**src/rtl/toy_ldq_mem_responder.sv**
```systemverilog
// In-order load request FIFO feeding a fixed-latency SRAM read port.
// Requests carry a branch epoch tag; stale-epoch heads are dropped at pop.
module toy_ldq_mem_responder #(
  parameter int BRANCH_WIDTH = 3,
  parameter int ADDR_WIDTH   = 32,
  parameter int DATA_WIDTH   = 32,
  parameter int IDX_WIDTH    = 4,
  parameter int DEPTH        = 4,
  parameter int MEM_LAT      = 2
) (
  input  logic                       clk,
  input  logic                       rst_n,
  input  logic                       req_vld,
  output logic                       req_rdy,
  input  logic [ADDR_WIDTH-1:0]      req_addr,
  input  logic [BRANCH_WIDTH-1:0]    req_branch_id,
  input  logic [IDX_WIDTH-1:0]       req_idx,
  input  logic [BRANCH_WIDTH-1:0]    cur_branch_id,
  output logic                       mem_rd_en,
  output logic [ADDR_WIDTH-1:0]      mem_rd_addr,
  input  logic [DATA_WIDTH-1:0]      mem_rd_data,
  output logic                       mem_ack_vld,
  output logic [BRANCH_WIDTH-1:0]    mem_ack_branch_id,
  output logic [IDX_WIDTH-1:0]       mem_ack_idx,
  output logic [DATA_WIDTH-1:0]      mem_ack_data,
  output logic [$clog2(DEPTH):0]     occupancy
);

  localparam int AW = $clog2(DEPTH);
  localparam int PW = AW + 1;
  localparam int TW = BRANCH_WIDTH + IDX_WIDTH;
  localparam int EW = ADDR_WIDTH + TW;

  logic [PW-1:0]      wr_ptr_q, wr_ptr_d, rd_ptr_q, rd_ptr_d;
  logic [EW-1:0]      fifo_q [DEPTH];
  logic [EW-1:0]      fifo_d [DEPTH];
  logic [MEM_LAT-1:0] pipe_vld_q, pipe_vld_d;
  logic [TW-1:0]      pipe_tag_q [MEM_LAT];
  logic [TW-1:0]      pipe_tag_d [MEM_LAT];

  logic [PW-1:0]           occ;
  logic                    push, pop, issue;
  logic [EW-1:0]           head;
  logic [ADDR_WIDTH-1:0]   head_addr;
  logic [BRANCH_WIDTH-1:0] head_br;
  logic [IDX_WIDTH-1:0]    head_idx;

  // Pointers carry a wrap bit, so occupancy is a plain difference.
  assign occ       = wr_ptr_q - rd_ptr_q;
  assign occupancy = occ;
  assign req_rdy   = (occ != PW'(DEPTH));
  assign push      = req_vld & req_rdy;
  assign pop       = (occ != '0);

  assign head = fifo_q[rd_ptr_q[AW-1:0]];
  assign {head_addr, head_br, head_idx} = head;

  // Epoch 0 is never current, so a zero cur_branch_id blocks every issue.
  assign issue       = pop && (head_br == cur_branch_id) && (cur_branch_id != '0);
  assign mem_rd_en   = issue;
  assign mem_rd_addr = head_addr;

  assign mem_ack_vld = pipe_vld_q[MEM_LAT-1];
  assign {mem_ack_branch_id, mem_ack_idx} = pipe_tag_q[MEM_LAT-1];
  assign mem_ack_data = mem_ack_vld ? mem_rd_data : '0;

  always_comb begin
    wr_ptr_d = wr_ptr_q;
    rd_ptr_d = rd_ptr_q;
    for (int i = 0; i < DEPTH; i++) fifo_d[i] = fifo_q[i];
    if (push) begin
      fifo_d[wr_ptr_q[AW-1:0]] = {req_addr, req_branch_id, req_idx};
      wr_ptr_d = wr_ptr_q + 1'b1;
    end
    if (pop) rd_ptr_d = rd_ptr_q + 1'b1;
  end

  always_comb begin
    pipe_vld_d    = '0;
    pipe_vld_d[0] = issue;
    pipe_tag_d[0] = {head_br, head_idx};
    for (int i = 1; i < MEM_LAT; i++) begin
      pipe_vld_d[i] = pipe_vld_q[i-1];
      pipe_tag_d[i] = pipe_tag_q[i-1];
    end
  end

  always_ff @(posedge clk or negedge rst_n) begin
    if (!rst_n) begin
      wr_ptr_q   <= '0;
      rd_ptr_q   <= '0;
      pipe_vld_q <= '0;
      for (int i = 0; i < DEPTH; i++) fifo_q[i] <= '0;
      for (int i = 0; i < MEM_LAT; i++) pipe_tag_q[i] <= '0;
    end else begin
      wr_ptr_q   <= wr_ptr_d;
      rd_ptr_q   <= rd_ptr_d;
      pipe_vld_q <= pipe_vld_d;
      for (int i = 0; i < DEPTH; i++) fifo_q[i] <= fifo_d[i];
      for (int i = 0; i < MEM_LAT; i++) pipe_tag_q[i] <= pipe_tag_d[i];
    end
  end

endmodule

```
**config.mk**
```make
export PLATFORM = sky130hd
export DESIGN_NAME = toy_ldq_mem_responder
export DESIGN_NICKNAME = d
export VERILOG_FILES = /design/src/rtl/toy_ldq_mem_responder.sv
export SDC_FILE = /design/constraint.sdc
export NUM_CORES = 1
export LEC_CHECK = 0
export CORE_MARGIN = 2
export CORE_UTILIZATION = 55
export CTS_BUF_LIST = sky130_fd_sc_hd__clkbuf_8
export CTS_CLUSTER_SIZE = 16
export DETAILED_ROUTE_END_ITERATION = 8
export PLACE_DENSITY = 0.95
export SETUP_SLACK_MARGIN = 0.1
export SYNTH_ARGS = -nofsm -noshare
export SYNTH_HDL_FRONTEND = slang
export SYNTH_SLANG_ARGS = --single-unit
export TNS_END_PERCENT = 30
```
**constraint.sdc**
```tcl
create_clock -name clk -period 7.34 [get_ports clk]
set_clock_uncertainty 0.05 [all_clocks]
set_input_delay 1.101 -clock clk [delete_from_list [all_inputs] [get_ports clk]]
set_output_delay 1.101 -clock clk [all_outputs]
set_load 0.01 [all_outputs]
```
==> metrics, run 1 <==
core area=0.0144 sq mm; Global Route Usage Sum=22.0%; IO Count=154; Power Total=4.59 mW; Synth cell types=24; CTS tree=built; Post-synth top flop=dfrtp_1; worst hold path class=register to register; Layout Utilization=67.5%; Cell Pwr Density=472 mW/mm^2; Yosys top cell by area=dfrtp_1; kind of critical path=register to output port; WP data required=6.19 ns; ant diodes=0; Max Freq=0.212 GHz; pre-CTS WS=3.02 ns; share of cells above drive strength 1=37.0%; Initial Util=55.8%; vias in the first global route=5156; Synth Register Bits=178; Max-cap violations=0; Nets=699; RSZ-0062 raised after global routing=false; Filler cells=970; Congestion Overflow GR=0; pin count of the biggest net entering global routing=110; DR vias/cell=5.55; Iter 0 DRT Violations=284; layout overhead on the synthesized area=21.0%; clock insertion delay at the later pin of the skew report=0.45 ns; CP cell instances=mux4_2 > or3b_1 > a211o_1 > a211oi_2 > clkdlybuf4s50_1; H-tree depth=4; via count=4483; Net Count, Synth=586; initial antenna violation count=0; Synth Instances=502; top-count cell post-synth=dfrtp_1; Total Wirelength=16.3 mm; Post-CTS Resized=0; relative slew slack=19.8%; period utilization=64.4%; setup violators final=0; Synth async-reset ratio=100%; P_leak=3.98 nW; WP data arrival=3.58 ns; CP max stage cell=dfrtp_4; Post-synth EDFFs=0; post-DP HPWL=10.6 mm; port bufs=153; Top Family by Delay on Critical Path=flip-flops; CP max FO=42; sequential element share of the synthesized area=55.3%; sequential cell area=0.00446 sq mm; clock sinks=178; Startpoint Class=register; crit-path max cell delay=1.00 ns; setup TNS=0 ns; syn avg cell area=16.0 sq um; Area contributors post-synth=dfrtp_1, mux2_2, mux4_2, buf_4, and2_1; DRT antenna net count=0; top cells by count, synth=dfrtp_1, mux2_2, buf_4, mux4_2, and2_1; Mapped Area=0.00805 sq mm; drt pass-1 iters=4; Hold Fails Final Rpt=0; GPL Wtd Cong=0.741; wire per inst=20.1 um; Slew Limit Fails=0; Buf/Inv on CP=1; root buffer cell=clkbuf_8; first-pass GRT wire length=26.9 mm; DRC=0; post-CTS setup buffers=0; Slew @ Worst Pin=1.20 ns; die area=0.0156 sq mm; CTS Buffer Depth=2; cts hold-fix bufs=0; area occupied by multi-input gates=0.00314 sq mm; CTS Buf Count=17; Synth top area share=55.3%; # rows=44; Clk pin slew, worst setup/hold paths=0.08 ns; Horiz. Die Dim=125 um; Yosys Warn Count=0; post-route setup slack=2.61 ns; die height=125 um; Final Critical Period=4.73 ns; Worst setup EP type=output port; status=finished clean; VDD IR-drop max=0.000209 V
==> metal layers <==
layer	share of wire (%)	wire length (um)	vias to the layer above	track usage, %
met5	0	0	-	0
met4	2.3	374	0	8.10
met3	3.9	633	30	4.88
met2	53	8560	106	38.2
met1	41	6700	2367	27.2
li1	-	-	1980	-
==> placed cells by master, fill, tap and decap left out, types with 3 or more instances in the layout <==
master           Yosys  layout
and2_1              36      32
and2_2               0       4
clkbuf_8             0      21
clkdlybuf4s50_1      0     152
dfrtp_1            178     176
ha_1                 6       6
inv_1                5       7
mux2_1               3       3
mux2_2             154     154
mux4_2              39      39
nand2_1              3       3
xnor2_1              4       4
==> worst reg2reg max path: cells and delay by family (launching register included) <==
kind / cells / cell delay, ns
multiplexers: 1 / 0.46
flip-flops: 1 / 0.80
XOR/XNOR: 1 / 0.30
adder cells (fa/ha/maj): 2 / 0.72
AO/OA/AOI/OAI: 1 / 0.31
AND/OR/NAND/NOR: 1 / 1.00
==> logic make-up after synthesis <==
group,synth area share (%)
XOR/XNOR,0.964
flip-flops,55.3
AO/OA/AOI/OAI,0.653
adder cells (fa/ha/maj),1.18
AND/OR/NAND/NOR,3.22
buffers and inverters,5.77
multiplexers,32.9
==> worst paths after layout <==
path / start / endpoint / slack (ns) / depth (start not counted)
worst max-delay path: rd_ptr_q[0] / mem_rd_en / 2.61 / 5
worst max register to register: rd_ptr_q[0] / fifo_q[6] / 3.59 / 6
worst min register to register: pipe_tag_d[4] / mem_ack_branch_id[0] / 0.30 / 0
min in group asynchronous: rst_n / mem_ack_idx[1] / 0.69 / 1
worst min-delay path: pipe_tag_d[4] / mem_ack_branch_id[0] / 0.30 / 0
max in group asynchronous: rst_n / rd_ptr_q[0] / 4.99 / 2
==> where the power goes <==
part           internal [mW]  leakage [nW]  switching (mW)
sequential              1.49          2.11           0.323
combinational           1.36          1.68           0.812
clock                  0.293         0.184           0.314
==> through the flow <==
step,instances,hold WS [ns],instance area (sq um)
2_1_floorplan,502,0.281,8050
3_3_place_gp,780,0.283,9390
3_5_place_dp,780,0.287,9390
4_1_cts,808,0.306,9740
5_1_grt,808,0.312,9740
6_report,808,0.303,9740
==> final cells by class <==
class                      instances  area share (%)
timing repair buffer             155            15.9
multi-input combinational        258            32.2
tap                              184            2.36
clock inverter                     7           0.642
inverter                           5           0.193
clock buffer                      21            2.97
sequential                       178            45.8
==> state kept, by name, summed over array words and instances, names as in the netlist <==
name,flops
mem_ack_idx,4
pipe_tag_d,7
wr_ptr_q,3
pipe_vld_q,2
fifo_q,156
rd_ptr_q,3
mem_ack_branch_id,3
Power figures use the tool's default switching activity.
==> inputs of run 2 (changes only) <==
--- a/config.mk
+++ b/config.mk
@@ -6,11 +6,11 @@
 export NUM_CORES = 1
 export LEC_CHECK = 0
 export CORE_MARGIN = 2
-export CORE_UTILIZATION = 55
+export CORE_UTILIZATION = 49
 export CTS_BUF_LIST = sky130_fd_sc_hd__clkbuf_8
 export CTS_CLUSTER_SIZE = 16
 export DETAILED_ROUTE_END_ITERATION = 8
-export PLACE_DENSITY = 0.95
+export PLACE_DENSITY = 0.91
 export SETUP_SLACK_MARGIN = 0.1
 export SYNTH_ARGS = -nofsm -noshare
 export SYNTH_HDL_FRONTEND = slang
==> constraint.sdc (replaced) <==
create_clock -name clk -period 4.1 [get_ports clk]
set_clock_uncertainty 0.05 [all_clocks]
set_input_delay 0.615 -clock clk [delete_from_list [all_inputs] [get_ports clk]]
set_output_delay 0.615 -clock clk [all_outputs]
set_load 0.01 [all_outputs]
==> run 2 against run 1 <==
  * Final cell count is 5.4% higher
  * Die area up 12%
  * Flip-flop and latch count did not move
  * Critical path depth up 1
  * Critical path type unchanged
  * Register-to-register slack lost 2.7 ns
  * Non-clock buffer count up 8
  * Total power increased by 82%
  * Sequential power increased by 73%
  * Cell area is 1.8% higher
==> metrics, run 2 (synthesis results as in run 1) <==
die area=0.0175 sq mm (was 0.0156 sq mm); status=finished clean (unchanged); VDD IR-drop max=0.000411 V (was 0.000209 V); GPL Wtd Cong=0.746 (was 0.741); most common cell after layout, fill and taps aside=dfrtp_1 (unchanged); CTS Buf Count=17 (unchanged); Total Wirelength=16.8 mm (was 16.3 mm); P_leak=4.04 nW (was 3.98 nW); worst hold path class=input pin to asynchronous set/reset pin (was register to register); cts hold-fix bufs=0 (unchanged); die height=132 um (was 125 um); drt pass-1 iters=4 (unchanged); Max Freq=0.276 GHz; Nets=707 (was 699); Hold Fails Final Rpt=0 (unchanged); Worst setup EP type=output port (unchanged); period utilization=88.5%; Congestion Overflow GR=0 (unchanged); WP data arrival=2.96 ns (was 3.58 ns); CTS tree=built (unchanged); kind of critical path=register to output port (unchanged); switching power=2.65 mW (was 1.45 mW); relative slew slack=29.0% (was 19.8%); clock insertion delay at the later pin of the skew report=0.45 ns (about the same); crit-path max cell delay=0.61 ns (was 1.00 ns); Global Route Usage Sum=20.3% (was 22.0%); Power Total=8.38 mW (was 4.59 mW); Biggest register=fifo_q (unchanged); Buf/Inv on CP=2 (was 1); CP max stage cell=fa_1 (was dfrtp_4); setup TNS=0 ns (unchanged); WP data required=3.43 ns (was 6.19 ns); # rows=46 (was 44); Logic pwr share=48.4% (was 47.3%); pre-CTS WS=0.880 ns (was 3.02 ns); Startpoint Class=register (unchanged); CTS Buffer Depth=2 (unchanged); CP max FO=41 (was 42); post-route setup slack=0.470 ns (was 2.61 ns); root buffer cell=clkbuf_8 (unchanged); IO Count=154 (unchanged); post-DP HPWL=11.3 mm (was 10.6 mm); DRT antenna net count=0 (unchanged); pin count of the biggest net entering global routing=121 (was 110); Clock Power Share=14.2% (was 13.2%); Cell Pwr Density=844 mW/mm^2 (was 472 mW/mm^2); max reg flops=156 (unchanged); Slew @ Worst Pin=1.07 ns (was 1.20 ns); post-CTS setup buffers=0 (unchanged); Final Critical Period=3.63 ns; Iter 0 DRT Violations=259 (was 284); initial antenna violation count=0 (unchanged); setup violators final=0 (unchanged); RR Startpoint=rd_ptr_q[1] (was rd_ptr_q[0]); sequential fraction of design power=37.4% (was 39.5%); Top Family by Delay on Critical Path=buffers and inverters (was flip-flops); vias in the first global route=5164 (was 5156); Slew Limit Fails=0 (unchanged); H-tree depth=4 (unchanged); first-pass GRT wire length=27.4 mm (was 26.9 mm); CP cell instances=buf_4 > fa_1 > nand2_1 > nor2_1 > a211oi_2 > clkdlybuf4s50_1 (was mux4_2 > or3b_1 > a211o_1 > a211oi_2 > clkdlybuf4s50_1); RSZ-0062 raised after global routing=false (unchanged); clock sinks=178 (unchanged); wire per inst=19.8 um (was 20.1 um); layout overhead on the synthesized area=23.3% (was 21.0%); share of cells above drive strength 1=38.4% (was 37.0%); Max-cap violations=0 (unchanged); Horiz. Die Dim=132 um (was 125 um); internal power=5.73 mW (was 3.15 mW); Layout Utilization=62.2% (was 67.5%); core area=0.0159 sq mm (was 0.0144 sq mm); CP Launch Point=rd_ptr_q[1] (was rd_ptr_q[0]); Post-CTS Resized=0 (unchanged); most frequent cells in the layout=dfrtp_1, mux2_2, clkdlybuf4s50_1 (unchanged); via count=4508 (was 4483); Clk pin slew, worst setup/hold paths=0.08 ns (about the same); port bufs=153 (unchanged); ant diodes=0 (unchanged); DR vias/cell=5.29 (was 5.55); Initial Util=50.5% (was 55.8%); DRC=0 (unchanged); sw frac=31.7% (was 31.5%)
==> run 2: cell count changes in the layout (fill, tap and decap cells not counted), sizes merged <==
cell | before | now
clkinvlp | 2 | 4
bufinv | 1 | 2
clkbuf | 21 | 19
inv | 7 | 8
clkinv | 2 | 4
buf | 3 | 11
==> run 2: through the flow <==
stage / hold slack (ns) / cell area (sq um) / std cells
after floorplan: 0.269 / 8050 / 502
after global placement: 0.281 / 9530 / 820
after detailed placement: 0.286 / 9530 / 820
after CTS: 0.293 / 9920 / 852
after global routing: 0.317 / 9920 / 852
final: 0.243 / 9920 / 852
==> run 2: power by group through the flow <==
stage | clock, mW | combinational, mW | sequential (mW)
CTS | 1.21 | 4.13 | 3.14
floorplan | 0 | 3.10 | 3.00
global route | 1.30 | 4.34 | 3.24
detailed placement | 0 | 4.11 | 3.17
finish | 1.19 | 4.06 | 3.13
global placement | 0 | 3.99 | 3.05
==> run 2: final timing paths <==
| path | end | slack, ns | cells past startpoint |
|---|---|---|---|
| min in group clk | mem_ack_branch_id[1] | 0.30 | 0 |
| max | mem_rd_en | 0.47 | 6 |
| min | pipe_tag_d[2] | 0.24 | 1 |
| max reg2reg | fifo_q[51] | 0.93 | 7 |
| min reg2reg | mem_ack_branch_id[1] | 0.30 | 0 |
| max in group asynchronous | fifo_q[129] | 2.68 | 2 |
==> run 2: layout make-up <==
cell class	instances	area (sq um)
fill	1165	6020
inverter	5	18.8
clock inverter	13	135
sequential	178	4460
clock buffer	19	262
timing repair buffer	163	1650
tap	216	270
multi-input combinational	258	3140
==> run 2: routing by layer <==
| metal | share of wire [%] | wire (um) | global-route usage [%] |
|---|---|---|---|
| met5 | 0 | 0 | 0 |
| met4 | 1.6 | 265 | 7.61 |
| met3 | 4.1 | 698 | 5.42 |
| met2 | 53 | 9010 | 34.8 |
| met1 | 41 | 6860 | 24.5 |
==> run 2: worst register-to-register path, cell delays in order, from the launching register on <==
cell,delay (ns)
dfrtp_2,0.41
buf_4,0.33
fa_1,0.48
xor3_2,0.30
a31oi_4,0.29
and2_2,0.55
buf_12,0.26
mux2_2,0.38
